### src/rtl/count_sequencer_pkg.sv
// count_sequencer_pkg: shared state encoding and default widths for the
// count sequencer slice.
//   state_t        : IDLE=0, RUN=1, HOLD=2, DONE=3
//   DEF_WIDTH      : default counter/limit width
//   DEF_PRESCALE_W : default prescale width (prescaler build only)
package count_sequencer_pkg;

    localparam int unsigned DEF_WIDTH      = 8;
    localparam int unsigned DEF_PRESCALE_W = 4;

    typedef enum logic [1:0] {
        IDLE = 2'd0,
        RUN  = 2'd1,
        HOLD = 2'd2,
        DONE = 2'd3
    } state_t;

endpackage

### src/rtl/count_sequencer_if.sv
// count_sequencer_if: control/status bundle between a requester and the
// count sequencer.
//   start, stop, pause, mode, limit : requester -> sequencer
//   prescale                        : requester -> sequencer, only when
//                                     COUNT_SEQUENCER_PRESCALE_EN is defined
//   count, busy, tc, done           : sequencer -> requester
// Modports: master (requester side), slave (sequencer side).
interface count_sequencer_if
    import count_sequencer_pkg::*;
#(
    parameter int unsigned WIDTH      = DEF_WIDTH,
    parameter int unsigned PRESCALE_W = DEF_PRESCALE_W
) ();

    logic                  start;
    logic                  stop;
    logic                  pause;
    logic                  mode;
    logic [WIDTH-1:0]      limit;
`ifdef COUNT_SEQUENCER_PRESCALE_EN
    logic [PRESCALE_W-1:0] prescale;
`endif
    logic [WIDTH-1:0]      count;
    logic                  busy;
    logic                  tc;
    logic                  done;

    // Reject degenerate widths at elaboration.
    if (WIDTH == 0 || PRESCALE_W == 0) begin : g_param_check
        $error("count_sequencer_if: WIDTH and PRESCALE_W must be non-zero");
    end

    modport master (
`ifdef COUNT_SEQUENCER_PRESCALE_EN
        output prescale,
`endif
        output start, stop, pause, mode, limit,
        input  count, busy, tc, done
    );

    modport slave (
`ifdef COUNT_SEQUENCER_PRESCALE_EN
        input  prescale,
`endif
        input  start, stop, pause, mode, limit,
        output count, busy, tc, done
    );

endinterface

### src/rtl/count_sequencer_core.sv
// count_sequencer_core: WIDTH-bit count register.
//   clk, reset : clock, synchronous active-high reset
//   clr        : force count to zero (start / stop)
//   ld_zero    : reload zero on a periodic terminal count
//   inc        : advance count by one, wrapping modulo 2^WIDTH
//   count      : registered count value
module count_sequencer_core
    import count_sequencer_pkg::*;
#(
    parameter int unsigned WIDTH = DEF_WIDTH
) (
    input  logic             clk,
    input  logic             reset,
    input  logic             clr,
    input  logic             ld_zero,
    input  logic             inc,
    output logic [WIDTH-1:0] count
);

    // Zeroing sources take priority over increment.
    always_ff @(posedge clk) begin
        if (reset || clr || ld_zero) begin
            count <= '0;
        end else if (inc) begin
            count <= count + WIDTH'(1);
        end
    end

endmodule

### src/rtl/count_sequencer.sv
// count_sequencer: start/stop/pause controlled up-counter with terminal
// count detection, one-shot or periodic operation.
//   clk   : rising-edge clock
//   reset : synchronous active-high reset
//   bus   : count_sequencer_if.slave (start, stop, pause, mode, limit,
//           optional prescale in; count, busy, tc, done out)
// Build option: define COUNT_SEQUENCER_PRESCALE_EN to add the prescaler,
// which advances the count once every prescale+1 RUN cycles.
module count_sequencer
    import count_sequencer_pkg::*;
#(
    parameter int unsigned WIDTH      = DEF_WIDTH,
    parameter int unsigned PRESCALE_W = DEF_PRESCALE_W
) (
    input  logic                clk,
    input  logic                reset,
    count_sequencer_if.slave    bus
);

    state_t           state;
    state_t           state_nxt;
    logic [WIDTH-1:0] limit_q;
    logic [WIDTH-1:0] limit_nxt;
    logic             mode_q;
    logic             mode_nxt;
    logic [WIDTH-1:0] count;
    logic             clr;
    logic             ld_zero;
    logic             inc;
    logic             load;
    logic             tc_int;
    logic             done_int;
    logic             tick;

    // Reject degenerate widths at elaboration.
    if (WIDTH == 0 || PRESCALE_W == 0) begin : g_param_check
        $error("count_sequencer: WIDTH and PRESCALE_W must be non-zero");
    end

    count_sequencer_core #(
        .WIDTH (WIDTH)
    ) u_core (
        .clk     (clk),
        .reset   (reset),
        .clr     (clr),
        .ld_zero (ld_zero),
        .inc     (inc),
        .count   (count)
    );

    // State and run-configuration registers.
    always_ff @(posedge clk) begin
        if (reset) begin
            state   <= IDLE;
            limit_q <= '0;
            mode_q  <= 1'b0;
        end else begin
            state   <= state_nxt;
            limit_q <= limit_nxt;
            mode_q  <= mode_nxt;
        end
    end

    // Next-state, counter controls and the tc/done pulses.
    always_comb begin
        state_nxt = state;
        limit_nxt = limit_q;
        mode_nxt  = mode_q;
        clr       = 1'b0;
        ld_zero   = 1'b0;
        inc       = 1'b0;
        load      = 1'b0;
        tc_int    = 1'b0;
        done_int  = 1'b0;

        case (state)
            IDLE: begin
                if (bus.start) begin
                    load      = 1'b1;
                    clr       = 1'b1;
                    limit_nxt = bus.limit;
                    mode_nxt  = bus.mode;
                    state_nxt = RUN;
                end
            end
            RUN: begin
                if (bus.pause) begin
                    state_nxt = HOLD;
                end else if (tick) begin
                    if (count == limit_q) begin
                        tc_int = 1'b1;
                        if (mode_q) begin
                            ld_zero = 1'b1;
                        end else begin
                            // One-shot: count stays parked at the limit.
                            state_nxt = DONE;
                        end
                    end else begin
                        inc = 1'b1;
                    end
                end
            end
            HOLD: begin
                // The exit cycle itself never advances.
                if (!bus.pause) begin
                    state_nxt = RUN;
                end
            end
            DONE: begin
                done_int  = 1'b1;
                state_nxt = IDLE;
            end
            default: begin
                state_nxt = IDLE;
            end
        endcase

        // Stop overrides everything decided above, including a same-cycle start.
        if (bus.stop) begin
            state_nxt = IDLE;
            clr       = 1'b1;
            ld_zero   = 1'b0;
            inc       = 1'b0;
            load      = 1'b0;
            tc_int    = 1'b0;
            done_int  = 1'b0;
            limit_nxt = limit_q;
            mode_nxt  = mode_q;
        end
    end

`ifdef COUNT_SEQUENCER_PRESCALE_EN
    logic [PRESCALE_W-1:0] prescale_q;
    logic [PRESCALE_W-1:0] pre_cnt;

    assign tick = (pre_cnt == prescale_q);

    // Prescale divider: runs only in un-paused RUN, frozen in HOLD.
    always_ff @(posedge clk) begin
        if (reset) begin
            prescale_q <= '0;
            pre_cnt    <= '0;
        end else begin
            if (load) begin
                prescale_q <= bus.prescale;
            end
            if (load || bus.stop || tc_int) begin
                pre_cnt <= '0;
            end else if (state == RUN && !bus.pause) begin
                pre_cnt <= tick ? '0 : pre_cnt + PRESCALE_W'(1);
            end
        end
    end
`else
    assign tick = 1'b1;
`endif

    assign bus.count = count;
    assign bus.busy  = (state == RUN) || (state == HOLD);
    assign bus.tc    = tc_int;
    assign bus.done  = done_int;

endmodule
### src/flat_wrapper.sv
// flat-port wrapper written by rule: the top's interface ports become plain ports
module count_sequencer_flat import count_sequencer_pkg::*;
#(
    parameter int unsigned WIDTH      = DEF_WIDTH,
    parameter int unsigned PRESCALE_W = DEF_PRESCALE_W
)
  (clk, reset, bus_start, bus_stop, bus_pause, bus_mode, bus_limit, bus_count, bus_busy, bus_tc, bus_done);
  count_sequencer_if #(.WIDTH(WIDTH), .PRESCALE_W(PRESCALE_W)) bus_i ();
  input  logic clk;
  input  logic reset;
  input wire logic [$bits(bus_i.start)-1:0] bus_start;
  input wire logic [$bits(bus_i.stop)-1:0] bus_stop;
  input wire logic [$bits(bus_i.pause)-1:0] bus_pause;
  input wire logic [$bits(bus_i.mode)-1:0] bus_mode;
  input wire logic [$bits(bus_i.limit)-1:0] bus_limit;
  output wire logic [$bits(bus_i.count)-1:0] bus_count;
  output wire logic [$bits(bus_i.busy)-1:0] bus_busy;
  output wire logic [$bits(bus_i.tc)-1:0] bus_tc;
  output wire logic [$bits(bus_i.done)-1:0] bus_done;
  assign bus_i.start = bus_start;
  assign bus_i.stop = bus_stop;
  assign bus_i.pause = bus_pause;
  assign bus_i.mode = bus_mode;
  assign bus_i.limit = bus_limit;
  assign bus_count = bus_i.count;
  assign bus_busy = bus_i.busy;
  assign bus_tc = bus_i.tc;
  assign bus_done = bus_i.done;
  count_sequencer #(.WIDTH(WIDTH), .PRESCALE_W(PRESCALE_W)) u_core (.clk(clk), .reset(reset), .bus(bus_i));
endmodule
### config.mk
export PLATFORM = sky130hd
export DESIGN_NAME = count_sequencer_flat
export DESIGN_NICKNAME = d
export VERILOG_FILES = /design/src/rtl/count_sequencer_pkg.sv /design/src/rtl/count_sequencer_if.sv /design/src/rtl/count_sequencer_core.sv /design/src/rtl/count_sequencer.sv /design/src/flat_wrapper.sv
export SDC_FILE = /design/constraint.sdc
export NUM_CORES = 1
export LEC_CHECK = 0
export ABC_AREA = 1
export BUFFER_PORTS_ARGS = -buffer_cell sky130_fd_sc_hd__buf_2
export CORE_ASPECT_RATIO = 0.7
export CORE_MARGIN = 5
export CORE_UTILIZATION = 40
export CTS_CLUSTER_SIZE = 8
export DETAILED_ROUTE_END_ITERATION = 10
export HOLD_SLACK_MARGIN = 0.06
export PLACE_DENSITY_LB_ADDON = 0.05
export REMOVE_ABC_BUFFERS = 1
export SYNTH_ARGS = -nofsm -noshare
export SYNTH_HDL_FRONTEND = slang
export SYNTH_HIERARCHICAL = 1
export SYNTH_SLANG_ARGS = --single-unit
### constraint.sdc
create_clock -name clk -period 5.1 [get_ports clk]
set_input_delay 0.51 -clock clk [delete_from_list [all_inputs] [get_ports clk]]
set_output_delay 0.51 -clock clk [all_outputs]
set_load 0.03 [all_outputs]
Word-level counts from Yosys, hierarchy flattened
Cells that the tools add are included.
Word-level totals
  register bits: 19
  latch bits: 0
  bits in writable memories: 0
  memory bits (read-only): 0
  input port bits: 14
  output and inout bits: 11
  logic and storage cells: 45
  memories kept: 0
Operators by class
  add/sub/neg operators: 1
  multipliers: 0
  divide/modulo/power cells: 0
  order comparisons: 0
  eq/ne operators: 8
  shifts and indexed selects: 0
  muxes and demuxes: 24
  bitwise operators: 1
  reduce and logical (&&, ||, !) cells: 7
Operators with widths (count)
  1-bit 2-to-1 mux: 18
  2-bit 2-to-1 mux: 5
  8-bit by 1-bit adder with 8-bit output, second input constant: 1
  8-bit == test: 1
  2-bit case mux with 4 select lines: 1
  2-bit == test, second input constant: 2
  2-bit != test, second input constant: 2
  4-bit AND reduction: 1
  1-bit logical OR: 3
  3-bit by 2-bit != test with 1-bit output, second input constant: 1
  3-bit != test, second input constant: 1
  3-bit AND reduction: 1
  2-bit by 1-bit == test with 1-bit output, second input constant: 1
  2-bit logical NOT: 1
  2-bit OR reduction: 1
  1-bit NOT: 1

Logic depth before layout (Yosys ltp)
Gate-level depths: netlist of the first run.
  word-level depth: 6
  mapped depth: 12
  gate-level depth less buffers: 12

Modules after synthesis
Netlist of the first run, hierarchy kept.
Modules (own cells, without submodules)
  count_sequencer: instances 1, cells each 101, area an instance 685.7 um^2, seq. area each 220.2 um^2
  count_sequencer_core: instances 1, cells each 49, area an instance 357.8 um^2, seq. area each 160.2 um^2

Worst setup path after synthesis of the first run
OpenSTA, ideal clock, no wires.
  path type: reg2out
  start point: reg u_core.u_core.count[0]
  end point: out bus_tc
  data arrival time: 1416 ps
  required time: 4590 ps
  slack: 3174 ps
  stages on the path, launching flop included: 6
  buffers on the path: 0
  cells stage by stage: dfxtp_1 > xnor2_1 > nand2_1 > nor2_2 > nand2_1 > nor2_1
Between the ends
  word-level cells in the longest chain between the ends: 5
RTL lines
  start: declaration: RTL line count_sequencer_core.sv:17  | output logic [WIDTH-1:0] count
  start signal: assignment: RTL line count_sequencer_core.sv:25  | count <= count + WIDTH'(1);
  8-bit == test: RTL line count_sequencer.sv:90  | if (count == limit_q) begin
  1-bit 2-to-1 mux: RTL line count_sequencer.sv:90
  1-bit 2-to-1 mux: RTL line count_sequencer.sv:87  | if (bus.pause) begin
  1-bit 2-to-1 mux: RTL line count_sequencer.sv:76  | case (state)
  1-bit 2-to-1 mux: RTL line count_sequencer.sv:119  | if (bus.stop) begin
  end: declaration: RTL line flat_wrapper.sv:18  | output wire logic [$bits(bus_i.tc)-1:0] bus_tc;
Every way passes these cells.

Worst setup path in the final report of the first run
  start point: reg u_core.state[1]
  end point: out bus_tc
Between the ends
  word-level cells in the longest chain between the ends: 3
RTL lines
  start: declaration: RTL line count_sequencer.sv:20  | state_t state;
  start signal: assignment: RTL line count_sequencer.sv:58  | state <= state_nxt;
  2-bit by 1-bit == test with 1-bit output: RTL line count_sequencer.sv:76
  1-bit 2-to-1 mux: RTL line count_sequencer.sv:76
  1-bit 2-to-1 mux: RTL line count_sequencer.sv:119
Every way passes these cells.

==> impl_results.html, run 1 <==
<table>
<tr><th>Metric</th><th>Value</th></tr>
<tr><th colspan="2">Outcome</th></tr>
<tr><td>Result of the run</td><td>complete, no violations</td></tr>
<tr><th colspan="2">Worst setup path</th></tr>
<tr><td>Critical Path Source Type</td><td>flip-flop</td></tr>
<tr><td>Cell breakdown of the critical path</td><td>inv_1 &gt; ha_1 &gt; inv_1 &gt; nor2_1 &gt; nand2_1 &gt; nor2_1 &gt; buf_2</td></tr>
<tr><td>CP max-delay cell</td><td>dfxtp_1</td></tr>
<tr><td>Maximum fanout encountered on the critical timing path</td><td>3</td></tr>
<tr><td>Top cell family by delay on the critical path</td><td>buffers and inverters</td></tr>
<tr><td>Worst Path Arrival</td><td>1.45 ns</td></tr>
<tr><td>Type of destination of the critical path</td><td>output pin</td></tr>
<tr><td>Stage delay of the slowest cell on the critical path</td><td>0.33 ns</td></tr>
<tr><td>Worst Path Buf+Inv</td><td>3</td></tr>
<tr><td>Type of the worst setup path</td><td>flip-flop to output pin</td></tr>
<tr><td>Data required time of the worst path</td><td>4.59 ns</td></tr>
<tr><th colspan="2">Clocking</th></tr>
<tr><td>Master cell of the clock root buffer</td><td>clkbuf_8</td></tr>
<tr><td>Buffer levels on the longest clock path</td><td>2</td></tr>
<tr><td>Clock sinks</td><td>19</td></tr>
<tr><td>TritonCTS clock tree</td><td>done</td></tr>
<tr><td>H-tree level count</td><td>1</td></tr>
<tr><td>Post-CTS setup buffer count</td><td>0</td></tr>
<tr><td>Clock buffers created by TritonCTS</td><td>3</td></tr>
<tr><td>Post-CTS Hold Buffers</td><td>0</td></tr>
<tr><td>Clock slew at the register clock pins of the worst setup and hold paths</td><td>0.07 ns</td></tr>
<tr><td>Number of gates resized after CTS</td><td>0</td></tr>
<tr><td>Worst-Skew Late Latency</td><td>0.25 ns</td></tr>
<tr><th colspan="2">Yosys</th></tr>
<tr><td>Synth top area cells</td><td>dfxtp_1, nand2_1, nor2_1</td></tr>
<tr><td>Cell area after synthesis</td><td>1040 um^2</td></tr>
<tr><td>Number of different library cells in the post-synthesis netlist</td><td>21</td></tr>
<tr><td>Syn Inst Count</td><td>150</td></tr>
<tr><td>Mean Syn Cell Area</td><td>6.96 um^2</td></tr>
<tr><td>Count of state elements after synthesis</td><td>19</td></tr>
<tr><td>Top-area cell type share of the netlist area</td><td>36.5%</td></tr>
<tr><td>Sequential element share of the synthesized area</td><td>36.5%</td></tr>
<tr><td>Synth Warn #</td><td>6</td></tr>
<tr><td>Main flop type after synthesis</td><td>dfxtp_1</td></tr>
<tr><td>Largest area contributor in the netlist</td><td>dfxtp_1</td></tr>
<tr><td>Count of flip-flops with a built-in enable after synthesis</td><td>0</td></tr>
<tr><td>Share of flip-flops with an asynchronous set or reset</td><td>0%</td></tr>
<tr><th colspan="2">STA</th></tr>
<tr><td>Tcrit/Tclk final</td><td>38.5%</td></tr>
<tr><td>Fmax achieved</td><td>509 MHz</td></tr>
<tr><td>Transition time at the pin with the least slew margin</td><td>0.486 ns</td></tr>
<tr><td>Clk_skew</td><td>0.00149 ns</td></tr>
<tr><td>Setup repair after global routing missed its margin</td><td>false</td></tr>
<tr><td>Final Worst Setup Slack</td><td>3.14 ns</td></tr>
<tr><td>Final count of negative-setup-slack endpoints</td><td>0</td></tr>
<tr><td>Total negative slack</td><td>0 ns</td></tr>
<tr><td>Count of final max-slew check failures</td><td>0</td></tr>
<tr><td>Final min period</td><td>1.96 ns</td></tr>
<tr><td>Relative slew margins</td><td>67.6%</td></tr>
<tr><td>Number of failing hold endpoints at the final stage</td><td>0</td></tr>
<tr><th colspan="2">Finish</th></tr>
<tr><td>Leading cell types in the layout, fill and taps excluded</td><td>nand2_1, nor2_1, buf_2</td></tr>
<tr><td>Share of final-layout standard cells stronger than drive strength 1</td><td>21.5%</td></tr>
<tr><td>Area growth from synthesis to layout</td><td>18.8%</td></tr>
<tr><td>Leading cell type in the layout, fill and taps excluded</td><td>nand2_1</td></tr>
<tr><td>Summed area of non-filler cells in the final layout</td><td>1240 um^2</td></tr>
<tr><td>Final layout net count</td><td>197</td></tr>
<tr><td>Fillcell total</td><td>256</td></tr>
<tr><td>Diodes inserted</td><td>0</td></tr>
<tr><td>Post-route core utilization</td><td>50.1%</td></tr>
<tr><th colspan="2">Routing</th></tr>
<tr><td>Total met3 wirelength after detailed routing</td><td>142 um</td></tr>
<tr><td>First-pass iteration count of the detailed router</td><td>4</td></tr>
<tr><td>Uppermost signal routing layer after detailed routing</td><td>met3</td></tr>
<tr><td>Via count</td><td>939</td></tr>
<tr><td>Wire length on met2</td><td>893 um</td></tr>
<tr><td>Routed Antenna Nets</td><td>0</td></tr>
<tr><td>Post-route DRC</td><td>0</td></tr>
<tr><td>Total wire length</td><td>2270 um</td></tr>
<tr><td>Vias per inst</td><td>4.45</td></tr>
<tr><td>Met1 layer wirelength in the final routing</td><td>1230 um</td></tr>
<tr><td>Detailed-route wire length per cell</td><td>10.8 um</td></tr>
<tr><td>Initial detailed-routing violation count</td><td>78</td></tr>
<tr><th colspan="2">Place</th></tr>
<tr><td>Placed cell areas</td><td>1190 um^2</td></tr>
<tr><td>Routability Congestion</td><td>0.787</td></tr>
<tr><td>Pre-CTS setup slack</td><td>3.23 ns</td></tr>
<tr><td>Placed wire-length estimate</td><td>1780 um</td></tr>
<tr><td>Count of buffers from port buffering</td><td>24</td></tr>
<tr><th colspan="2">Flow run</th></tr>
<tr><td>Max cap viols</td><td>0</td></tr>
<tr><th colspan="2">GRT</th></tr>
<tr><td>Via count of the first global-routing pass</td><td>855</td></tr>
<tr><td>Number of antenna violations at the first check in global routing</td><td>0</td></tr>
<tr><td>Pin count of the biggest net entering global routing</td><td>13</td></tr>
<tr><td>Global-route wire length before repair</td><td>3970 um</td></tr>
<tr><td>Total congestion overflow after global routing</td><td>0</td></tr>
<tr><td>Combined global-route utilization of all metal layers</td><td>13.7%</td></tr>
<tr><th colspan="2">Die</th></tr>
<tr><td>Initial Util</td><td>42.1%</td></tr>
<tr><td>Die H</td><td>52.7 um</td></tr>
<tr><td>Die outline width</td><td>71.0 um</td></tr>
<tr><td>Site Rows</td><td>15</td></tr>
<tr><td>Area of the die</td><td>3750 um^2</td></tr>
<tr><td>Io pins</td><td>25</td></tr>
<tr><td>Core Box Area</td><td>2480 um^2</td></tr>
<tr><th colspan="2">Pwr</th></tr>
<tr><td>Worst VDD drop</td><td>0.000131 V</td></tr>
<tr><td>Standby leakage power</td><td>0.586 nW</td></tr>
<tr><td>Power Dens Cells</td><td>259 nW/um^2</td></tr>
<tr><td>Overall Power</td><td>321 uW</td></tr>
<tr><th colspan="2">Hold path</th></tr>
<tr><td>Worst hold-check path type</td><td>flip-flop to flip-flop</td></tr>
</table>
==> metrics by stage <==
| stage | instances | hold slack, ns |
|---|---|---|
| finish | 211 | 0.479 |
| global route | 211 | 0.496 |
| CTS | 211 | 0.477 |
| global placement | 207 | 0.453 |
| floorplan | 149 | 0.442 |
| detailed placement | 207 | 0.466 |
==> logic make-up after synthesis <==
kind of cell             after synthesis  share of synthesized area (%)
XOR/XNOR                               5                           4.20
AO/OA/AOI/OAI                         23                           12.0
buffers and inverters                 23                           8.99
multiplexers                           1                          0.959
flip-flops                            19                           36.5
AND/OR/NAND/NOR                       74                           31.4
adder cells (fa/ha/maj)                5                           6.00
==> path summary, 6_finish.rpt <==
| check | slack, ns | cells after the start | start | end |
|---|---|---|---|---|
| max | 3.14 | 7 | u_core/state[1] | bus_tc |
| min | 0.48 | 2 | u_core/limit_q[4] | u_core/limit_q[4] |
| max reg2reg | 3.23 | 11 | u_core/state[1] | u_core/u_core/count[7] |
| min reg2reg | 0.48 | 2 | u_core/limit_q[4] | u_core/limit_q[4] |
==> cell usage after synthesis (2+ instances only) <==
master,number
o21ai_0,11
nand2_2,3
nor2_4,2
a21oi_1,9
inv_1,21
nand3_1,6
nor2_1,28
ha_1,5
nor2_2,2
nand2_1,30
dfxtp_1,19
xnor2_1,5
==> per-layer routing <==
| metal | GRT usage, % | vias up |
|---|---|---|
| met3 | 5.36 | 0 |
| met4 | 2.81 | 0 |
| met1 | 19.8 | 395 |
| met2 | 18.8 | 23 |
| met5 | 0 | - |
| li1 | - | 521 |
==> where the power goes <==
group	total, mW	switching [mW]	leakage, nW	internal, mW
sequential	0.161	0.00511	0.155	0.156
combinational	0.0566	0.0343	0.409	0.0223
clock	0.103	0.0477	0.0228	0.0555
==> area by class of cell <==
cell class	instances	area [um^2]	share of cell area, %
Multi-Input combinational cell	108	569	45.9
Sequential cell	19	380	30.7
Timing Repair Buffer	24	120	9.69
Inverter	22	82.6	6.66
Clock buffer	4	45.0	3.63
Tap cell	34	42.5	3.43
==> worst reg2reg max path: cells and delay by family, from the launching register on <==
kind            cells  cell delay (ns)
flops               1             0.33
buf+inv             2             0.15
fa+ha+maj           1             0.19
simple gates        7             0.70
compound gates      1             0.41
==> registers in the layout, summed over array words and instances, names as in the netlist <==
| name | flops |
|---|---|
| u_core/mode_q | 1 |
| u_core/state | 2 |
| u_core/u_core/count | 8 |
| u_core/limit_q | 8 |
Note: power is estimated with default switching activity, not from simulation.
==> inputs of run 2 (changes only) <==
- ABC_AREA: 1 -> 0
- clock period: 5.1 -> 1.8 ns (I/O delays scaled with it)
==> run 2 against run 1 <==
The flow now finishes with violations (negative setup slack); non-clock buffer count grew 21; clock power is 110% higher; cell area is 16% higher; via count is 2.4% higher; highest routed layer is now met4; critical path depth decreased by 1; area after synthesis fell by 3.2%; largest cell class unchanged; worst hold slack got worse by 0.37 ns; largest power group unchanged.
==> impl_results.html, run 2 <==
<table>
<tr><th>Metric</th><th>Value</th></tr>
<tr><th colspan="2">Outcome</th></tr>
<tr><td>Result of the run</td><td>finished, violations left</td></tr>
<tr><td>Violations in the final reports</td><td>negative setup slack</td></tr>
<tr><th colspan="2">Flow run</th></tr>
<tr><td>Max cap viols</td><td>0</td></tr>
<tr><th colspan="2">Finish</th></tr>
<tr><td>Share of final-layout standard cells stronger than drive strength 1</td><td>45.7%</td></tr>
<tr><td>Fillcell total</td><td>243</td></tr>
<tr><td>Area growth from synthesis to layout</td><td>42.3%</td></tr>
<tr><td>Leading cell types in the layout, fill and taps excluded</td><td>buf_2, nand2_1, buf_4</td></tr>
<tr><td>Final layout net count</td><td>182</td></tr>
<tr><td>Diodes inserted</td><td>0</td></tr>
<tr><td>Final cell count without fillers</td><td>196</td></tr>
<tr><td>Largest registers</td><td>u_core/limit_q x8, u_core/u_core/count x8, u_core/state x2</td></tr>
<tr><td>Summed area of non-filler cells in the final layout</td><td>1440 um^2</td></tr>
<tr><th colspan="2">Clocking</th></tr>
<tr><td>Clock sinks</td><td>19</td></tr>
<tr><td>Clock buffers created by TritonCTS</td><td>3</td></tr>
<tr><td>Worst-Skew Late Latency</td><td>0.30 ns</td></tr>
<tr><td>Clock slew at the register clock pins of the worst setup and hold paths</td><td>0.11 ns</td></tr>
<tr><td>H-tree level count</td><td>1</td></tr>
<tr><td>Buffer levels on the longest clock path</td><td>2</td></tr>
<tr><td>Post-CTS Hold Buffers</td><td>0</td></tr>
<tr><td>TritonCTS clock tree</td><td>done</td></tr>
<tr><td>Master cell of the clock root buffer</td><td>clkbuf_4</td></tr>
<tr><th colspan="2">Yosys</th></tr>
<tr><td>Count of flip-flops with a built-in enable after synthesis</td><td>0</td></tr>
<tr><td>Syn Inst Count</td><td>118</td></tr>
<tr><td>Largest area contributor in the netlist</td><td>dfxtp_1</td></tr>
<tr><td>Count of state elements after synthesis</td><td>19</td></tr>
<tr><td>Number of different library cells in the post-synthesis netlist</td><td>29</td></tr>
<tr><td>Cell area after synthesis</td><td>1010 um^2</td></tr>
<tr><td>Sequential element share of the synthesized area</td><td>37.7%</td></tr>
<tr><td>Main flop type after synthesis</td><td>dfxtp_1</td></tr>
<tr><td>Top-area cell type share of the netlist area</td><td>37.7%</td></tr>
<tr><td>Synth Warn #</td><td>6</td></tr>
<tr><td>Mean Syn Cell Area</td><td>8.56 um^2</td></tr>
<tr><td>Library cell with the highest instance count after synthesis</td><td>nand2_1</td></tr>
<tr><td>Synth top area cells</td><td>dfxtp_1, xor2_1, nand2_1</td></tr>
<tr><td>Share of flip-flops with an asynchronous set or reset</td><td>0%</td></tr>
<tr><td>Most numerous cell types in the synthesized netlist</td><td>nand2_1, dfxtp_1, a21oi_1</td></tr>
<tr><th colspan="2">GRT</th></tr>
<tr><td>Combined global-route utilization of all metal layers</td><td>14.6%</td></tr>
<tr><td>Total congestion overflow after global routing</td><td>0</td></tr>
<tr><td>Number of antenna violations at the first check in global routing</td><td>0</td></tr>
<tr><td>Pin count of the biggest net entering global routing</td><td>12</td></tr>
<tr><td>Via count of the first global-routing pass</td><td>966</td></tr>
<tr><td>Global-route wire length before repair</td><td>4110 um</td></tr>
<tr><th colspan="2">Routing</th></tr>
<tr><td>First-pass iteration count of the detailed router</td><td>4</td></tr>
<tr><td>Post-route DRC</td><td>0</td></tr>
<tr><td>Via count</td><td>962</td></tr>
<tr><td>Detailed-route wire length per cell</td><td>12.8 um</td></tr>
<tr><td>Routed Antenna Nets</td><td>0</td></tr>
<tr><td>Initial detailed-routing violation count</td><td>17</td></tr>
<tr><td>Total wire length</td><td>2510 um</td></tr>
<tr><td>Vias per inst</td><td>4.91</td></tr>
<tr><th colspan="2">STA</th></tr>
<tr><td>Count of final max-slew check failures</td><td>0</td></tr>
<tr><td>Relative slew margins</td><td>73.2%</td></tr>
<tr><td>Final count of negative-setup-slack endpoints</td><td>3</td></tr>
<tr><td>Fmax achieved</td><td>521 MHz</td></tr>
<tr><td>Number of failing hold endpoints at the final stage</td><td>0</td></tr>
<tr><td>Setup repair after global routing missed its margin</td><td>true</td></tr>
<tr><td>Final Worst Setup Slack</td><td>-0.118 ns</td></tr>
<tr><td>Tcrit/Tclk final</td><td>107%</td></tr>
<tr><td>Clk_skew</td><td>0.00915 ns</td></tr>
<tr><td>Transition time at the pin with the least slew margin</td><td>0.399 ns</td></tr>
<tr><td>Final min period</td><td>1.92 ns</td></tr>
<tr><th colspan="2">Worst setup path</th></tr>
<tr><td>Top cell family by delay on the critical path</td><td>simple AND/OR/NAND/NOR gates</td></tr>
<tr><td>Stage delay of the slowest cell on the critical path</td><td>0.44 ns</td></tr>
<tr><td>CP max-delay cell</td><td>nor4_4</td></tr>
<tr><td>Reg2Reg Launch Point</td><td>u_core/u_core/count[3]</td></tr>
<tr><td>Critical path startpoint</td><td>u_core/limit_q[5]</td></tr>
<tr><td>Type of destination of the critical path</td><td>output pin</td></tr>
<tr><td>R2r endpoint</td><td>u_core/u_core/count[5]</td></tr>
<tr><td>Worst Path Buf+Inv</td><td>2</td></tr>
<tr><td>Worst Path Arrival</td><td>1.74 ns</td></tr>
<tr><td>Cell breakdown of the critical path</td><td>xor2_1 &gt; nor4_4 &gt; nand2_4 &gt; buf_6 &gt; nor3_4 &gt; buf_6</td></tr>
<tr><td>Type of the worst setup path</td><td>flip-flop to output pin</td></tr>
<tr><td>Dominant cell type by count on the critical path</td><td>buf_6</td></tr>
<tr><td>Maximum fanout encountered on the critical timing path</td><td>2</td></tr>
<tr><td>Critical Path Source Type</td><td>flip-flop</td></tr>
<tr><td>Number of stages on the worst setup path</td><td>6</td></tr>
<tr><td>Worst reg-to-reg setup slack</td><td>-0.02 ns</td></tr>
<tr><td>Data required time of the worst path</td><td>1.62 ns</td></tr>
<tr><td>Number of cells on the worst reg-to-reg path</td><td>7</td></tr>
<tr><th colspan="2">Hold path</th></tr>
<tr><td>Worst hold-check path type</td><td>primary input to flip-flop</td></tr>
<tr><td>Hold Path Cell Cnt</td><td>3</td></tr>
<tr><td>Worst Hold Launch</td><td>bus_limit[6]</td></tr>
<tr><td>Min-Delay Endpoint</td><td>u_core/limit_q[6]</td></tr>
<tr><th colspan="2">Die</th></tr>
<tr><td>Die outline width</td><td>70.1 um</td></tr>
<tr><td>Io pins</td><td>25</td></tr>
<tr><td>Site Rows</td><td>15</td></tr>
<tr><td>Area of the die</td><td>3650 um^2</td></tr>
<tr><td>Initial Util</td><td>41.4%</td></tr>
<tr><td>Die H</td><td>52.0 um</td></tr>
<tr><td>Core Box Area</td><td>2440 um^2</td></tr>
<tr><th colspan="2">Place</th></tr>
<tr><td>Count of buffers from port buffering</td><td>24</td></tr>
<tr><td>Number of cells after detailed placement</td><td>188</td></tr>
<tr><td>Placed wire-length estimate</td><td>1920 um</td></tr>
<tr><td>Placed cell areas</td><td>1280 um^2</td></tr>
<tr><td>Routability Congestion</td><td>0.811</td></tr>
<tr><th colspan="2">Pwr</th></tr>
<tr><td>Logic gate share of total power</td><td>34.0%</td></tr>
<tr><td>Register share of total power</td><td>45.3%</td></tr>
<tr><td>Internal power contribution</td><td>685 uW</td></tr>
<tr><td>Overall Power</td><td>1.02 mW</td></tr>
<tr><td>Worst VDD drop</td><td>0.000503 V</td></tr>
<tr><td>Switching power</td><td>335 uW</td></tr>
<tr><td>Standby leakage power</td><td>0.646 nW</td></tr>
<tr><td>Fraction of power spent switching nets</td><td>32.8%</td></tr>
<tr><td>Clk pwr share</td><td>20.7%</td></tr>
<tr><td>Power Dens Cells</td><td>710 nW/um^2</td></tr>
</table>
==> run 2: cell types whose count changed after synthesis, moves of 4 or more <==
cell,delta
nand2_1,-7
xor2_1,+11
inv_1,-19
xnor2_1,-4
or3_1,+4
nor2_1,-21
o21ai_0,-6
nand3_1,-4
==> run 2: cell families after synthesis <==
group / Yosys count / synth area share, %
simple gates: 51 / 28.3
compound gates: 22 / 12.4
flops: 19 / 37.7
xor+xnor: 12 / 10.4
buf+inv: 7 / 3.10
fa+ha+maj: 5 / 6.20
mux: 2 / 1.98
==> run 2: tightest hold or removal path: stages <==
cell     delay (ns)
buf_2          0.09
nand2_1        0.04
a21oi_1        0.05
==> run 2: worst max path at each step <==
stage                     slack [ns]                endpoint
after global routing           -0.22                  bus_tc
after floorplan                -0.55  u_core/u_core/count[5]
after global placement         -0.03  u_core/u_core/count[5]
after detailed placement       -0.11  u_core/u_core/count[5]
final                          -0.12                  bus_tc
after CTS                      -0.13                  bus_tc
==> run 2: metrics by stage <==
| stage | worst slack (ns) | hold slack, ns | TNS [ns] | utilization, % |
|---|---|---|---|---|
| finish | -0.118 | 0.107 | -0.149 | 58.9 |
| global route | -0.222 | 0.102 | -0.468 | 58.9 |
| CTS | -0.126 | 0.0945 | -0.265 | 56.6 |
| detailed placement | -0.112 | 0.429 | -0.277 | 52.3 |
| global placement | -0.0335 | 0.423 | -0.0755 | 52.3 |
| floorplan | -0.552 | 0.249 | -2.85 | - |
==> run 2: power by group through the flow <==
stage	Clock [mW]	Sequential (mW)	Combinational, mW
2_1_floorplan	0	0.468	0.172
3_3_place_gp	0	0.467	0.281
3_5_place_dp	0	0.468	0.285
4_1_cts	0.227	0.462	0.324
5_1_grt	0.237	0.465	0.380
6_report	0.212	0.462	0.347
==> run 2: final cells by class <==
| type | count | area (um^2) | area share, % |
|---|---|---|---|
| well taps | 34 | 42.5 | 2.96 |
| repair buffers | 45 | 288 | 20.0 |
| multi-input cells | 92 | 681 | 47.4 |
| clock buffers | 3 | 22.5 | 1.57 |
| clock inverters | 1 | 5.00 | 0.348 |
| inverters | 2 | 7.51 | 0.523 |
| flip-flops and latches | 19 | 390 | 27.2 |
==> run 2: timing repair <==
item,CTS,global route
resized for setup,11,14
pin swaps,3,7
endpoints found under the setup margin,4,10
buffers inserted,3,1
==> run 2: routing by layer <==
metal | part of all wire [%] | vias to the layer above | track usage, %
met3 | 4.5 | 2 | 5.02
met1 | 50 | 453 | 17.4
li1 | - | 488 | -
met2 | 45 | 19 | 25.4
met4 | 0.56 | 0 | 3.82
met5 | 0 | - | 0
==> inputs of run 3 (changes only) <==
- CORE_UTILIZATION: 40 -> 46
==> run 3 against run 2 <==
The run still ends with negative setup slack left; register-to-register slack improved by 0.03 ns; global-route usage rose by 2.6 points; clock skew fell by 0.0063 ns; die area fell by 11%; core utilization rose by 8.2 points; combinational power fell by 2%; sequential share of layout area rose by 0.26 points; critical path depth did not move; sequential power barely moved; cell count fell by 1.0%; critical path type unchanged; largest cell class unchanged; largest power group unchanged; highest routed layer unchanged.
==> impl_results.html, run 3 (same netlist as run 2, synthesis figures left out) <==
<table>
<tr><th>Metric</th><th>Value</th></tr>
<tr><th colspan="2">Die</th></tr>
<tr><td>Site Rows</td><td>14</td></tr>
<tr><td>Die outline width</td><td>66.0 um</td></tr>
<tr><td>Core Box Area</td><td>2120 um^2</td></tr>
<tr><td>Io pins</td><td>25</td></tr>
<tr><td>Initial Util</td><td>47.6%</td></tr>
<tr><td>Area of the die</td><td>3250 um^2</td></tr>
<tr><td>Die H</td><td>49.2 um</td></tr>
<tr><th colspan="2">Finish</th></tr>
<tr><td>Sequential cell area in the final layout</td><td>390 um^2</td></tr>
<tr><td>Leading cell types in the layout, fill and taps excluded</td><td>buf_2, nand2_1, buf_4</td></tr>
<tr><td>Fillcell total</td><td>189</td></tr>
<tr><td>Share of final-layout standard cells stronger than drive strength 1</td><td>43.8%</td></tr>
<tr><td>Area occupied by multi-input gates</td><td>671 um^2</td></tr>
<tr><td>Final layout net count</td><td>182</td></tr>
<tr><td>Diodes inserted</td><td>0</td></tr>
<tr><td>Area growth from synthesis to layout</td><td>40.9%</td></tr>
<tr><td>Largest registers</td><td>u_core/limit_q x8, u_core/u_core/count x8, u_core/state x2</td></tr>
<tr><th colspan="2">GRT</th></tr>
<tr><td>Pin count of the biggest net entering global routing</td><td>12</td></tr>
<tr><td>Global-route wire length before repair</td><td>4310 um</td></tr>
<tr><td>Combined global-route utilization of all metal layers</td><td>17.2%</td></tr>
<tr><td>Number of antenna violations at the first check in global routing</td><td>0</td></tr>
<tr><td>Total congestion overflow after global routing</td><td>0</td></tr>
<tr><td>Via count of the first global-routing pass</td><td>964</td></tr>
<tr><th colspan="2">Worst setup path</th></tr>
<tr><td>Last element of the critical path</td><td>bus_tc</td></tr>
<tr><td>Data required time of the worst path</td><td>1.62 ns</td></tr>
<tr><td>Number of cells on the worst reg-to-reg path</td><td>7</td></tr>
<tr><td>Critical Path Source Type</td><td>flip-flop</td></tr>
<tr><td>Reg2Reg Launch Point</td><td>u_core/u_core/count[2]</td></tr>
<tr><td>R2r endpoint</td><td>u_core/u_core/count[7]</td></tr>
<tr><td>Worst reg-to-reg setup slack</td><td>0.01 ns</td></tr>
<tr><td>Type of the worst setup path</td><td>flip-flop to output pin</td></tr>
<tr><td>Type of destination of the critical path</td><td>output pin</td></tr>
<tr><td>Worst Path Arrival</td><td>1.74 ns</td></tr>
<tr><td>Critical path startpoint</td><td>u_core/limit_q[5]</td></tr>
<tr><td>Maximum fanout encountered on the critical timing path</td><td>2</td></tr>
<tr><th colspan="2">Outcome</th></tr>
<tr><td>Result of the run</td><td>finished, violations left</td></tr>
<tr><td>Violations in the final reports</td><td>negative setup slack</td></tr>
<tr><th colspan="2">STA</th></tr>
<tr><td>Number of failing hold endpoints at the final stage</td><td>0</td></tr>
<tr><td>Clk_skew</td><td>0.00289 ns</td></tr>
<tr><td>Setup repair after global routing missed its margin</td><td>true</td></tr>
<tr><td>Relative slew margins</td><td>74.2%</td></tr>
<tr><td>Transition time at the pin with the least slew margin</td><td>0.384 ns</td></tr>
<tr><td>Final min period</td><td>1.92 ns</td></tr>
<tr><td>Count of final max-slew check failures</td><td>0</td></tr>
<tr><td>Final count of negative-setup-slack endpoints</td><td>1</td></tr>
<tr><td>Tcrit/Tclk final</td><td>107%</td></tr>
<tr><td>Final Worst Setup Slack</td><td>-0.123 ns</td></tr>
<tr><td>Fmax achieved</td><td>520 MHz</td></tr>
<tr><th colspan="2">Routing</th></tr>
<tr><td>Total wire length</td><td>2450 um</td></tr>
<tr><td>Vias per inst</td><td>4.94</td></tr>
<tr><td>Initial detailed-routing violation count</td><td>28</td></tr>
<tr><td>Post-route DRC</td><td>0</td></tr>
<tr><td>First-pass iteration count of the detailed router</td><td>4</td></tr>
<tr><td>Via count</td><td>959</td></tr>
<tr><td>Routed Antenna Nets</td><td>0</td></tr>
<tr><td>Detailed-route wire length per cell</td><td>12.6 um</td></tr>
<tr><th colspan="2">Pwr</th></tr>
<tr><td>Overall Power</td><td>1.02 mW</td></tr>
<tr><td>Register share of total power</td><td>45.6%</td></tr>
<tr><td>Internal power contribution</td><td>689 uW</td></tr>
<tr><td>Worst VDD drop</td><td>0.000478 V</td></tr>
<tr><td>Standby leakage power</td><td>0.641 nW</td></tr>
<tr><td>Fraction of power spent switching nets</td><td>32.3%</td></tr>
<tr><td>Clk pwr share</td><td>21.1%</td></tr>
<tr><td>Power Dens Cells</td><td>715 nW/um^2</td></tr>
<tr><td>Switching power</td><td>328 uW</td></tr>
<tr><td>Logic gate share of total power</td><td>33.3%</td></tr>
<tr><th colspan="2">Clocking</th></tr>
<tr><td>H-tree level count</td><td>1</td></tr>
<tr><td>Master cell of the clock root buffer</td><td>clkbuf_4</td></tr>
<tr><td>TritonCTS clock tree</td><td>done</td></tr>
<tr><td>Buffer levels on the longest clock path</td><td>2</td></tr>
<tr><td>Clock sinks</td><td>19</td></tr>
<tr><td>Worst-Skew Late Latency</td><td>0.29 ns</td></tr>
<tr><td>Clock slew at the register clock pins of the worst setup and hold paths</td><td>0.10 ns</td></tr>
<tr><td>Clock buffers created by TritonCTS</td><td>3</td></tr>
<tr><td>Post-CTS Hold Buffers</td><td>0</td></tr>
<tr><th colspan="2">Place</th></tr>
<tr><td>Count of buffers from port buffering</td><td>24</td></tr>
<tr><td>Pre-CTS setup slack</td><td>-0.101 ns</td></tr>
<tr><td>Routability Congestion</td><td>0.876</td></tr>
<tr><td>Placed wire-length estimate</td><td>1890 um</td></tr>
<tr><th colspan="2">Hold path</th></tr>
<tr><td>Worst hold-check path type</td><td>primary input to flip-flop</td></tr>
<tr><td>Worst Hold Launch</td><td>bus_limit[1]</td></tr>
<tr><th colspan="2">Flow run</th></tr>
<tr><td>Max cap viols</td><td>0</td></tr>
</table>
[run 3: cell types whose count changed in the layout (fill, tap and decap cells not counted)]
cell | before | now
clkbuf_1 | 0 | 1
o31ai_1 | 1 | 2
o31ai_2 | 1 | 0
o21ai_0 | 5 | 4
clkinv_2 | 1 | 0
or3_4 | 2 | 1
or3_1 | 2 | 3
o21ai_1 | 0 | 1
[run 3: final cells by class]
| class | instances | area share (%) |
|---|---|---|
| timing repair buffer | 45 | 20.2 |
| multi-input combinational | 92 | 47.1 |
| tap | 32 | 2.81 |
| clock buffer | 4 | 1.85 |
| inverter | 2 | 0.528 |
| sequential | 19 | 27.4 |
[run 3: power by group through the flow]
stage / registers, mW / clock network, mW / logic, mW
4_1_cts: 0.463 / 0.222 / 0.322
5_1_grt: 0.467 / 0.247 / 0.380
3_5_place_dp: 0.470 / 0 / 0.281
6_report: 0.464 / 0.214 / 0.339
3_3_place_gp: 0.469 / 0 / 0.277
2_1_floorplan: 0.468 / 0 / 0.172
[run 3: worst min-delay path by stage]
| stage | to | slack, ns | depth (start not counted) |
|---|---|---|---|
| floorplan | u_core/limit_q[0] | 0.25 | 1 |
| global placement | u_core/limit_q[6] | 0.43 | 3 |
| detailed placement | u_core/limit_q[6] | 0.43 | 3 |
| CTS | u_core/limit_q[1] | 0.10 | 3 |
| global route | u_core/limit_q[1] | 0.09 | 3 |
| finish | u_core/limit_q[1] | 0.1 | 3 |
[run 3: metrics by stage]
step           cells  util, %  instance area [um^2]  TNS [ns]  hold WS, ns
2_1_floorplan    113        -                   986     -2.85        0.249
3_3_place_gp     186     60.1                  1270   -0.0683        0.426
3_5_place_dp     186     60.1                  1270    -0.247        0.427
4_1_cts          194     65.3                  1380    -0.212        0.102
5_1_grt          194     67.1                  1420    -0.403       0.0887
6_report         194     67.1                  1420    -0.123       0.0993
[run 3: critical path, stage by stage (launching register included)]
cell     delay [ns]
dfxtp_1        0.34
xor2_1         0.19
nor4_4         0.43
nand2_4        0.09
buf_6          0.14
nor3_4         0.11
buf_6          0.15
[run 3: what timing repair did]
action	in CTS	in global routing
gates resized for setup	11	13
pin swaps	4	8
setup buffers	4	0
endpoints found under the setup margin	4	9
[run 3: per-layer routing]
layer | up-vias | part of all wire (%) | GRT usage, %
met5 | - | 0 | 0
met4 | 0 | 1.2 | 3.04
met3 | 4 | 6.1 | 5.53
met2 | 27 | 44 | 27.0
met1 | 441 | 48 | 23.2
li1 | 487 | - | -
